[src/rtl/serial_subtractor.sv]
// Bit-serial WIDTH-bit subtractor: diff = a - b, one bit per clock, LSB first.
// The per-bit full subtractor is two half subtractors plus an OR of their borrows.

// Half subtractor: diff = a ^ b, borrow = ~a & b.
module halfsub (
  input  logic a,
  input  logic b,
  output logic diff,
  output logic borrow
);

  assign diff   = a ^ b;
  assign borrow = ~a & b;

endmodule

module serial_subtractor #(
  parameter int unsigned WIDTH = 8
) (
  input  logic             clk,
  input  logic             rst,
  input  logic             start,
  input  logic [WIDTH-1:0] a,
  input  logic [WIDTH-1:0] b,
  output logic             busy,
  output logic             done,
  output logic [WIDTH-1:0] diff,
  output logic             borrow_out
);

  localparam int unsigned CntW = (WIDTH > 1) ? $clog2(WIDTH) : 1;
  localparam logic [CntW-1:0] CntLast = CntW'(WIDTH - 1);

  typedef enum logic [1:0] {
    StIdle,
    StShift,
    StDone
  } state_e;

  state_e           r_state;
  logic [WIDTH-1:0] r_a_sh;
  logic [WIDTH-1:0] r_b_sh;
  logic [WIDTH-1:0] r_res_sh;
  logic             r_br;
  logic [CntW-1:0]  r_cnt;
  logic [WIDTH-1:0] r_diff;
  logic             r_borrow;

  logic             w_d1;
  logic             w_br1;
  logic             w_d_bit;
  logic             w_br2;
  logic             w_br_next;
  logic [WIDTH-1:0] w_res_next;

  // First stage: current operand bits.
  halfsub u_hs0 (
    .a      (r_a_sh[0]),
    .b      (r_b_sh[0]),
    .diff   (w_d1),
    .borrow (w_br1)
  );

  // Second stage: fold in the borrow carried from the previous bit.
  halfsub u_hs1 (
    .a      (w_d1),
    .b      (r_br),
    .diff   (w_d_bit),
    .borrow (w_br2)
  );

  assign w_br_next  = w_br1 | w_br2;
  assign w_res_next = {w_d_bit, r_res_sh[WIDTH-1:1]};

  // Control FSM and datapath; result registers only change on completion.
  always_ff @(posedge clk or posedge rst) begin
    if (rst) begin
      r_state  <= StIdle;
      r_a_sh   <= '0;
      r_b_sh   <= '0;
      r_res_sh <= '0;
      r_br     <= 1'b0;
      r_cnt    <= '0;
      r_diff   <= '0;
      r_borrow <= 1'b0;
    end else begin
      case (r_state)
        StIdle: begin
          if (start) begin
            r_a_sh  <= a;
            r_b_sh  <= b;
            r_br    <= 1'b0;
            r_cnt   <= '0;
            r_state <= StShift;
          end
        end
        StShift: begin
          r_res_sh <= w_res_next;
          r_a_sh   <= {1'b0, r_a_sh[WIDTH-1:1]};
          r_b_sh   <= {1'b0, r_b_sh[WIDTH-1:1]};
          r_br     <= w_br_next;
          r_cnt    <= r_cnt + 1'b1;
          if (r_cnt == CntLast) begin
            r_diff   <= w_res_next;
            r_borrow <= w_br_next;
            r_state  <= StDone;
          end
        end
        StDone: begin
          r_state <= StIdle;
        end
        default: begin
          r_state <= StIdle;
        end
      endcase
    end
  end

  assign busy       = (r_state != StIdle);
  assign done       = (r_state == StDone);
  assign diff       = r_diff;
  assign borrow_out = r_borrow;

endmodule

[config.mk]
export PLATFORM = sky130hd
export DESIGN_NAME = serial_subtractor
export DESIGN_NICKNAME = d
export VERILOG_FILES = /design/src/rtl/serial_subtractor.sv
export SDC_FILE = /design/constraint.sdc
export NUM_CORES = 1
export LEC_CHECK = 0
export BUFFER_PORTS_ARGS = -buffer_cell sky130_fd_sc_hd__buf_2
export CORE_MARGIN = 2
export CORE_UTILIZATION = 38
export CTS_CLUSTER_DIAMETER = 50
export CTS_CLUSTER_SIZE = 14
export DETAILED_ROUTE_END_ITERATION = 8
export SYNTH_ARGS = -nofsm -noshare
export SYNTH_HDL_FRONTEND = slang
export SYNTH_SLANG_ARGS = --single-unit
[constraint.sdc]
create_clock -name clk -period 1.9 [get_ports clk]
set_input_delay 0.19 -clock clk [delete_from_list [all_inputs] [get_ports clk]]
set_output_delay 0.19 -clock clk [all_outputs]
set_load 0.02 [all_outputs]
* Yosys cells after proc, flatten, opt, wreduce, memory -nomap -nowiden
Cells that the tools add are included.
** Storage, ports and cells
- Register bits after elaboration :: 39
- Input bits :: 19
- Output and inout port bits :: 11
- Logic and storage cells :: 38
** Operators by class
- $add $sub $neg :: 1
- Equal/unequal tests :: 5
- Multiplexer cells :: 11
- Bitwise gates (word level) :: 7
- Reduce and logical (&&, ||, !) cells :: 6
** Operator list (number)
- 8-bit one-hot mux with 2 select lines :: 2
- 8-bit two-way mux :: 2
- 3-bit one-hot mux with 2 select lines :: 1
- 2-bit AND reduction :: 3
- 2-bit two-way mux :: 2
- 2-bit inequality test (second input constant) :: 2
- 2-bit one-hot mux with 2 select lines :: 1
- 2-bit nonzero test :: 2
- 3-bit by 1-bit adder with 3-bit output (second input constant) :: 1
- 3-bit == test (second input constant) :: 1
- 3-bit two-way mux :: 1
- 1-bit bitwise AND :: 2
- 2-bit by 1-bit == test with 1-bit output (second input constant) :: 1
- 2-bit == test (second input constant) :: 1
- 2-bit zero test :: 1
- 1-bit inverter :: 2
- 1-bit one-hot mux with 2 select lines :: 1
- 1-bit XOR :: 2
- 1-bit two-way mux :: 1
- 1-bit bitwise OR :: 1

* Logic depth before layout (Yosys ltp)
Gate-level depths: netlist (run 1).
- Depth in word-level cells :: 5
- Depth in mapped cells :: 6
- Mapped depth without buffers :: 5

* Modules after synthesis
From an unflattened synthesis (run 1), not the netlist that was laid out.
** Second synthesis, totals
- Cell total of the unflattened synthesis :: 157
- Area, all modules :: 1769.2 µm²
** By module, submodules not included
- serial_subtractor :: instances 1, cells an instance 151, area each 1729.2 µm², seq. area each 950.9 µm²
- halfsub :: instances 2, cells an instance 3, area each 20.0 µm², seq. area each 0.0 µm²

* Least setup slack after synthesis (run 1)
No wires, ideal clock.
- Path kind :: register to register
- Start point :: register r_cnt[0]
- End point :: register r_diff[0], in the netlist diff[0]
- Setup time :: 0.125 ns
- Arrival :: 1.295 ns
- Data required time :: 1.775 ns
- Slack :: 0.480 ns
- Cell stages (with the launch flop) :: 6
- Buffers on the path :: 1
- Period minus slack after synthesis :: 1.420 ns
- Cells stage by stage :: dfrtp_1 > ha_1 > ha_1 > nand3b_4 > buf_6 > mux2_4
** On the way
- Cells in the longest elaborated chain, start to end :: 2
** Ends and longest elaborated chain
- start, declared :: line 45 : logic [CntW-1:0] r_cnt;
- start signal, assigned :: line 102 : r_cnt <= r_cnt + 1'b1;
- 3-bit == test :: line 103 : if (r_cnt == CntLast) begin
- 2-bit AND reduction (no source line)
- end signal, assigned :: line 104 : r_diff <= w_res_next;
- end, declared :: line 46 : logic [WIDTH-1:0] r_diff;
Every way passes these cells.
A chain may end at the register's enable or synchronous reset.

* Worst setup path in the final report (run 1)
- Start point :: register r_state[1]
- End point :: output port done
** On the way
- Cells in the longest elaborated chain, start to end :: 1
** Ends and longest elaborated chain
- start, declared :: line 40 : state_e r_state;
- start signal, assigned :: line 78 : r_state <= StIdle;
- start signal, assigned :: line 94 : r_state <= StShift;
- start signal, assigned :: line 106 : r_state <= StDone;
- 2-bit == test :: line 120 : assign done = (r_state == StDone);
- end, declared :: line 26 : output logic done,
Every way passes these cells.

==> metrics, run 1 <==
CP Depth 3; Setup Buffers After CTS 0; CTS sink cnt 38; #FFs+latches synth 38; crit path capture type primary output; height of the die 73.1 µm; cell count after placement 231; Hold Crit Class input port to async pin; Pwr Density 1630 nW/µm²; syn nets 176; later-pin clock latency in the skew report 0.29 ns; Synth Warn # 0; post-cts resize count 0; Worst path slowest cell dfrtp_1; final critical-path share of the clock period 91.0%; outcome finished with violations; max_cap viols 0; hold buffer count at cts 0; antenna violations before repair 0; Slew headroom 67.7%; crit path from r_state[1]$_DFFE_PP0P_; DR pass1 iterations 5; Total Routing Usage GR 14.9%; EDFF count, synth 0; setup tns final 0 ns; Final GP Congestion 0.739; final net count 206; total power 0.00336 W; largest net degree at the start of global routing 39; fill count 457; multi-input logic area 727 µm²; Avg Cell Area, Syn 11.8 µm²; Final Setup Violations 0; CTS clk-pin slew, worst paths 0.08 ns; FF-to-FF End diff[6]$_DFFE_PP0P_; routed length per placed instance 14.4 µm; Non-Filler Instances 239; antenna cells 0; initial drt markers 44; global-route wire length before repair 6090 µm; Root Driver clkbuf_8; Worst Tran Pin Value 0.484 ns; Clock Skews 0.00541 ns; Synth area leader dfrtp_1; TritonCTS buffer count 5; worst path cell trace buf_4 -> nor2b_1 -> buf_2; CP Data Required Time 1.71 ns; final hold vios 14; worst r2r src r_cnt[0]$_DFFE_PP0P_; grt total ovfl 0; post-synth cell types 33; maximum VDD drop 0.583 mV; crit path DAT 1.54 ns; CP bufs+invs 2; Final ANT Viol Nets 0; synth top area cells dfrtp_1, mux2_4, nand2_1; final wirelength 3440 µm; most instantiated library cell after synthesis dfrtp_1; fin. max-slew vios 0; Netlist Area Pre-Place 1820 µm²; Starting Density 39.0%; routed vias/inst 5.13; Reg2Reg Setup Slack 0.40 ns; pre-CTS setup slack 0.401 ns; vias in the first global route 1256; CTS tree done; Residual DRC 0; Seq/Total Area, Yosys 52.4%; Die X-Extent 73.1 µm; type of origin of the critical path register; clock buffer depth 2; Lkg Pwr 1.02 nW; hold slack -0.00691 ns; core area 4660 µm²; number of I/O pins 30; min cycle time layout 1.73 ns; Area Overhead vs Synth 13.7%; crit path kind register to primary output; violated checks negative hold slack; Rows 25; via count 1225; post-detail-place hpwl 2320 µm; layout cell share with drive strength beyond 1 31.4%; Cells after Synth 154; ys flop type dfrtp_1; FF/Latch Area 951 µm²; fmax 579 MHz; RSZ-0062 raised after global routing false; Top delay family on crit path flip-flops; largest fanout on the critical path 14; PnR worst setup slack 0.171 ns; H-tree Lvls 2; port bufs 29; Die ar. 5350 µm²; R2R depth 4; Post-synth top cells dfrtp_1, nand2_1, inv_1, nor3b_1; top cell type's share of synthesized area 52.4%; Async SR Flop Fraction 100%; critical path's largest stage delay 0.65 ns; Critical Path Sink done
[where the power goes]
part | internal [W] | total, W | switching, W
Sequential | 0.00118 | 0.00140 | 0.000224
Combinational | 0.000650 | 0.00137 | 0.000717
Clock | 0.000292 | 0.000593 | 0.000301
[per-stage QoR]
step	util (%)	area, µm²
after floorplan	-	1820
after global placement	42.3	1970
after detailed placement	42.3	1970
after CTS	44.3	2060
after global routing	44.3	2060
final	44.3	2060
[sequential cells by signal, indices dropped and copies added (netlist names)]
signal,cells
borrow_out,1
diff,8
r_a_sh,8
r_b_sh,8
r_br,1
r_cnt,3
r_res_sh,7
r_state,2
[kinds of logic (layout without fill, tap and decap cells)]
family | after synthesis | count (layout) | share of synthesized area, %
AOI/OAI and AO/OA | 29 | 29 | 13.7
adders and majority gates | 3 | 3 | 2.48
buffers and inverters | 22 | 53 | 7.58
DFF | 38 | 38 | 52.4
muxes | 9 | 9 | 6.96
and+or+nand+nor | 53 | 53 | 16.9
[layer usage]
layer  global-route usage, %  part of all wire (%)  vias up
met4                    5.97                   1.4        0
li1                        -                     -      591
met2                    23.1                    47       35
met3                    4.14                   4.8        6
met5                       0                     0        -
met1                    19.6                    47      593
[final cells by class]
class,instances,area share [%]
inverter,11,2.00
tap,54,3.27
timing repair buffer,34,8.85
sequential,38,46.1
clock buffer,6,4.00
clock inverter,2,0.606
multi-input combinational,94,35.2
[worst min-delay path by stage]
stage,endpoint,slack (ns),cells past startpoint
finish,r_a_sh[5]$_DFFE_PP0P_,-0.007,3
global route,r_a_sh[5]$_DFFE_PP0P_,0.03,3
CTS,r_a_sh[5]$_DFFE_PP0P_,0.009,3
detailed placement,r_a_sh[5]$_DFFE_PP0P_,0.34,3
global placement,r_a_sh[6]$_DFFE_PP0P_,0.32,3
floorplan,r_a_sh[7]$_DFFE_PP0P_,0.36,1
[cells in the final DEF (no fill, tap or decap)]
| cell | synthesis | layout |
|---|---|---|
| o22ai_1 | 1 | 1 |
| and2b_1 | 1 | 1 |
| o21ai_0 | 2 | 2 |
| nor3b_1 | 11 | 11 |
| buf_2 | 2 | 29 |
| nand2b_1 | 1 | 1 |
| ha_1 | 2 | 2 |
| o21bai_4 | 1 | 1 |
| buf_4 | 2 | 5 |
| nor2b_1 | 7 | 7 |
| nor2_2 | 1 | 1 |
| clkinv_2 | 0 | 1 |
| a221oi_1 | 3 | 3 |
| fa_1 | 1 | 1 |
| nand2_1 | 25 | 25 |
| clkinvlp_4 | 0 | 1 |
| mux2i_1 | 1 | 1 |
| a32o_1 | 2 | 2 |
| nand3b_4 | 1 | 1 |
| clkbuf_8 | 0 | 6 |
| mux2_4 | 7 | 7 |
| o22a_1 | 5 | 5 |
| a22oi_1 | 2 | 2 |
| dfrtp_1 | 38 | 38 |
| nand3b_1 | 1 | 1 |
| a221oi_2 | 3 | 3 |
| o221a_2 | 1 | 1 |
| a22o_1 | 2 | 2 |
| nor2_4 | 1 | 1 |
| inv_1 | 11 | 11 |
| nor4bb_1 | 2 | 2 |
| mux2_2 | 1 | 1 |
| a21oi_1 | 7 | 7 |
| nor2_1 | 2 | 2 |
[worst reg2reg max path: stages (launching register included)]
cell	delay, ns
dfrtp_1	0.41
ha_1	0.22
ha_1	0.22
nand3b_4	0.19
mux2_2	0.35
(Power assumes the default switching activity.)
==> run 2, diff against run 1 <==
==> constraint.sdc (replaced) <==
create_clock -name clk -period 1.9 [get_ports clk]
set_input_delay 0.38 -clock clk [delete_from_list [all_inputs] [get_ports clk]]
set_output_delay 0.38 -clock clk [all_outputs]
set_load 0.02 [all_outputs]
==> metrics, run 2 (synthesis gave the netlist of run 1 again) <==
grt total ovfl 0 (unchanged); fill count 432 (-5.5%); Pwr Density 1660 nW/µm² (+1.8%); largest fanout on the critical path 16 (+2); Residual DRC 0 (unchanged); height of the die 73.1 µm (unchanged); core area 4660 µm² (unchanged); final net count 206 (unchanged); layout cell share with drive strength beyond 1 31.0% (-0.37 points); min cycle time layout 1.76 ns (+0.0308 ns); maximum VDD drop 0.615 mV (+5.5%); Worst Tran Pin Value 0.667 ns (+0.183 ns); Final GP Congestion 0.796 (+7.6%); CTS sink cnt 38 (unchanged); CTS clk-pin slew, worst paths 0.07 ns (about the same); H-tree Lvls 2 (unchanged); fin. max-slew vios 0 (unchanged); via count 1206 (-1.6%); CP Data Required Time 1.52 ns (-0.19 ns); Root Driver clkbuf_8; crit path DAT 1.38 ns (-0.16 ns); Placed Area 1970 µm² (unchanged); Final Setup Violations 0 (unchanged); vias in the first global route 1265 (+0.72%); final wirelength 3380 µm (-1.5%); antenna violations before repair 0 (unchanged); clock buffer depth 2 (unchanged); setup tns final 0 ns (unchanged); later-pin clock latency in the skew report 0.28 ns (about the same); Hold Crit Class input port to async pin; Area Overhead vs Synth 14.7%; TritonCTS buffer count 5 (unchanged); final hold vios 0 (-14); port bufs 29 (unchanged); Die X-Extent 73.1 µm (unchanged); routed length per placed instance 14.2 µm (-1.1%); initial drt markers 86 (+95%); global-route wire length before repair 5840 µm (-4.0%); Non-Filler Instances 238 (-0.42%); final critical-path share of the clock period 92.6% (+1.6 points); crit path capture type primary output; most frequent cells in the layout dfrtp_1, buf_2, nand2_1, inv_1, nor3b_1; Total Routing Usage GR 14.6% (-0.32 points); commonest non-fill, non-tap cell in the layout dfrtp_1; number of I/O pins 30 (unchanged); hold buffer count at cts 0 (unchanged); max_cap viols 0 (unchanged); Starting Density 39.0% (unchanged); cell count after placement 231 (unchanged); Rows 25 (unchanged); Setup Buffers After CTS 0 (unchanged); outcome finished clean; Final ANT Viol Nets 0 (unchanged); antenna cells 0 (unchanged); type of origin of the critical path register; fmax 568 MHz (-1.7%); Reg2Reg Setup Slack 0.32 ns (-0.08 ns); Die ar. 5350 µm² (unchanged); routed vias/inst 5.07 (-1.1%); CTS tree done; post-cts resize count 0 (unchanged); crit path kind register to primary output; hold slack 0.195 ns (+0.202 ns); Lkg Pwr 1.03 nW (+1.1%); DR pass1 iterations 4 (-1); Final Cell Area 2080 µm² (+0.85%); Slew headroom 55.5% (-12 points); RSZ-0062 raised after global routing false; Util after Layout 44.7% (+0.38 points); post-detail-place hpwl 2360 µm (+1.9%); Clock Skews 0.00485 ns (-0.000560 ns); largest net degree at the start of global routing 39 (unchanged)
==> run 2: changes by cell type in the layout (fill, tap and decap cells not counted), sizes merged <==
| cell | previous run | this run |
|---|---|---|
| bufinv | 0 | 1 |
| clkinv | 1 | 0 |
| clkinvlp | 1 | 0 |
==> run 2: where the power goes <==
part / leakage [nW] / internal (W) / switching (W) / total [W]
clock network: 0.0573 / 0.000420 / 0.000269 / 0.000689
logic: 0.509 / 0.000645 / 0.000688 / 0.00133
registers: 0.469 / 0.00118 / 0.000253 / 0.00143
total: 1.03 / 0.00224 / 0.00121 / 0.00345
==> run 2: layout make-up <==
class,instances,area [µm²],share of cell area (%)
timing repair buffer,34,183,8.77
tap,54,67.6,3.25
sequential,38,951,45.7
inverter,11,41.3,1.98
clock buffer,6,82.6,3.97
clock inverter,1,30.0,1.44
multi-input combinational,94,727,34.9
==> run 2: metrics by stage <==
| stage | power, W | setup slack [ns] |
|---|---|---|
| 2_1_floorplan | 0.00250 | 0.480 |
| 3_3_place_gp | 0.00275 | 0.406 |
| 3_5_place_dp | 0.00282 | 0.357 |
| 4_1_cts | 0.00351 | 0.141 |
| 5_1_grt | 0.00373 | 0.0289 |
| 6_report | 0.00345 | 0.141 |
==> run 2: path summary, 6_finish.rpt <==
kind	start	cells past startpoint	to
hold reg to reg	r_res_sh[1]$_DFFE_PP0P_	2	r_res_sh[1]$_DFFE_PP0P_
setup / recovery	r_state[1]$_DFFE_PP0P_	2	done
max in group asynchronous	rst	3	r_cnt[0]$_DFFE_PP0P_
setup reg to reg	r_state[0]$_DFFE_PP0P_	3	r_a_sh[4]$_DFFE_PP0P_
min in group clk	b[7]	2	r_b_sh[7]$_DFFE_PP0P_
hold / removal	rst	3	r_b_sh[3]$_DFFE_PP0P_
==> run 2: worst max-delay path, stage by stage (launching register included) <==
cell and delay, ns:
dfrtp_1 0.69, nor2b_1 0.22, buf_2 0.19
==> run 2: per-layer routing <==
layer  wire [µm]  global-route usage [%]  up-vias
met4          42                    5.56        0
met2        1630                    24.3       29
met3         115                    3.87        5
met5           0                       0        -
li1            -                       -      591
met1        1590                    17.9      581
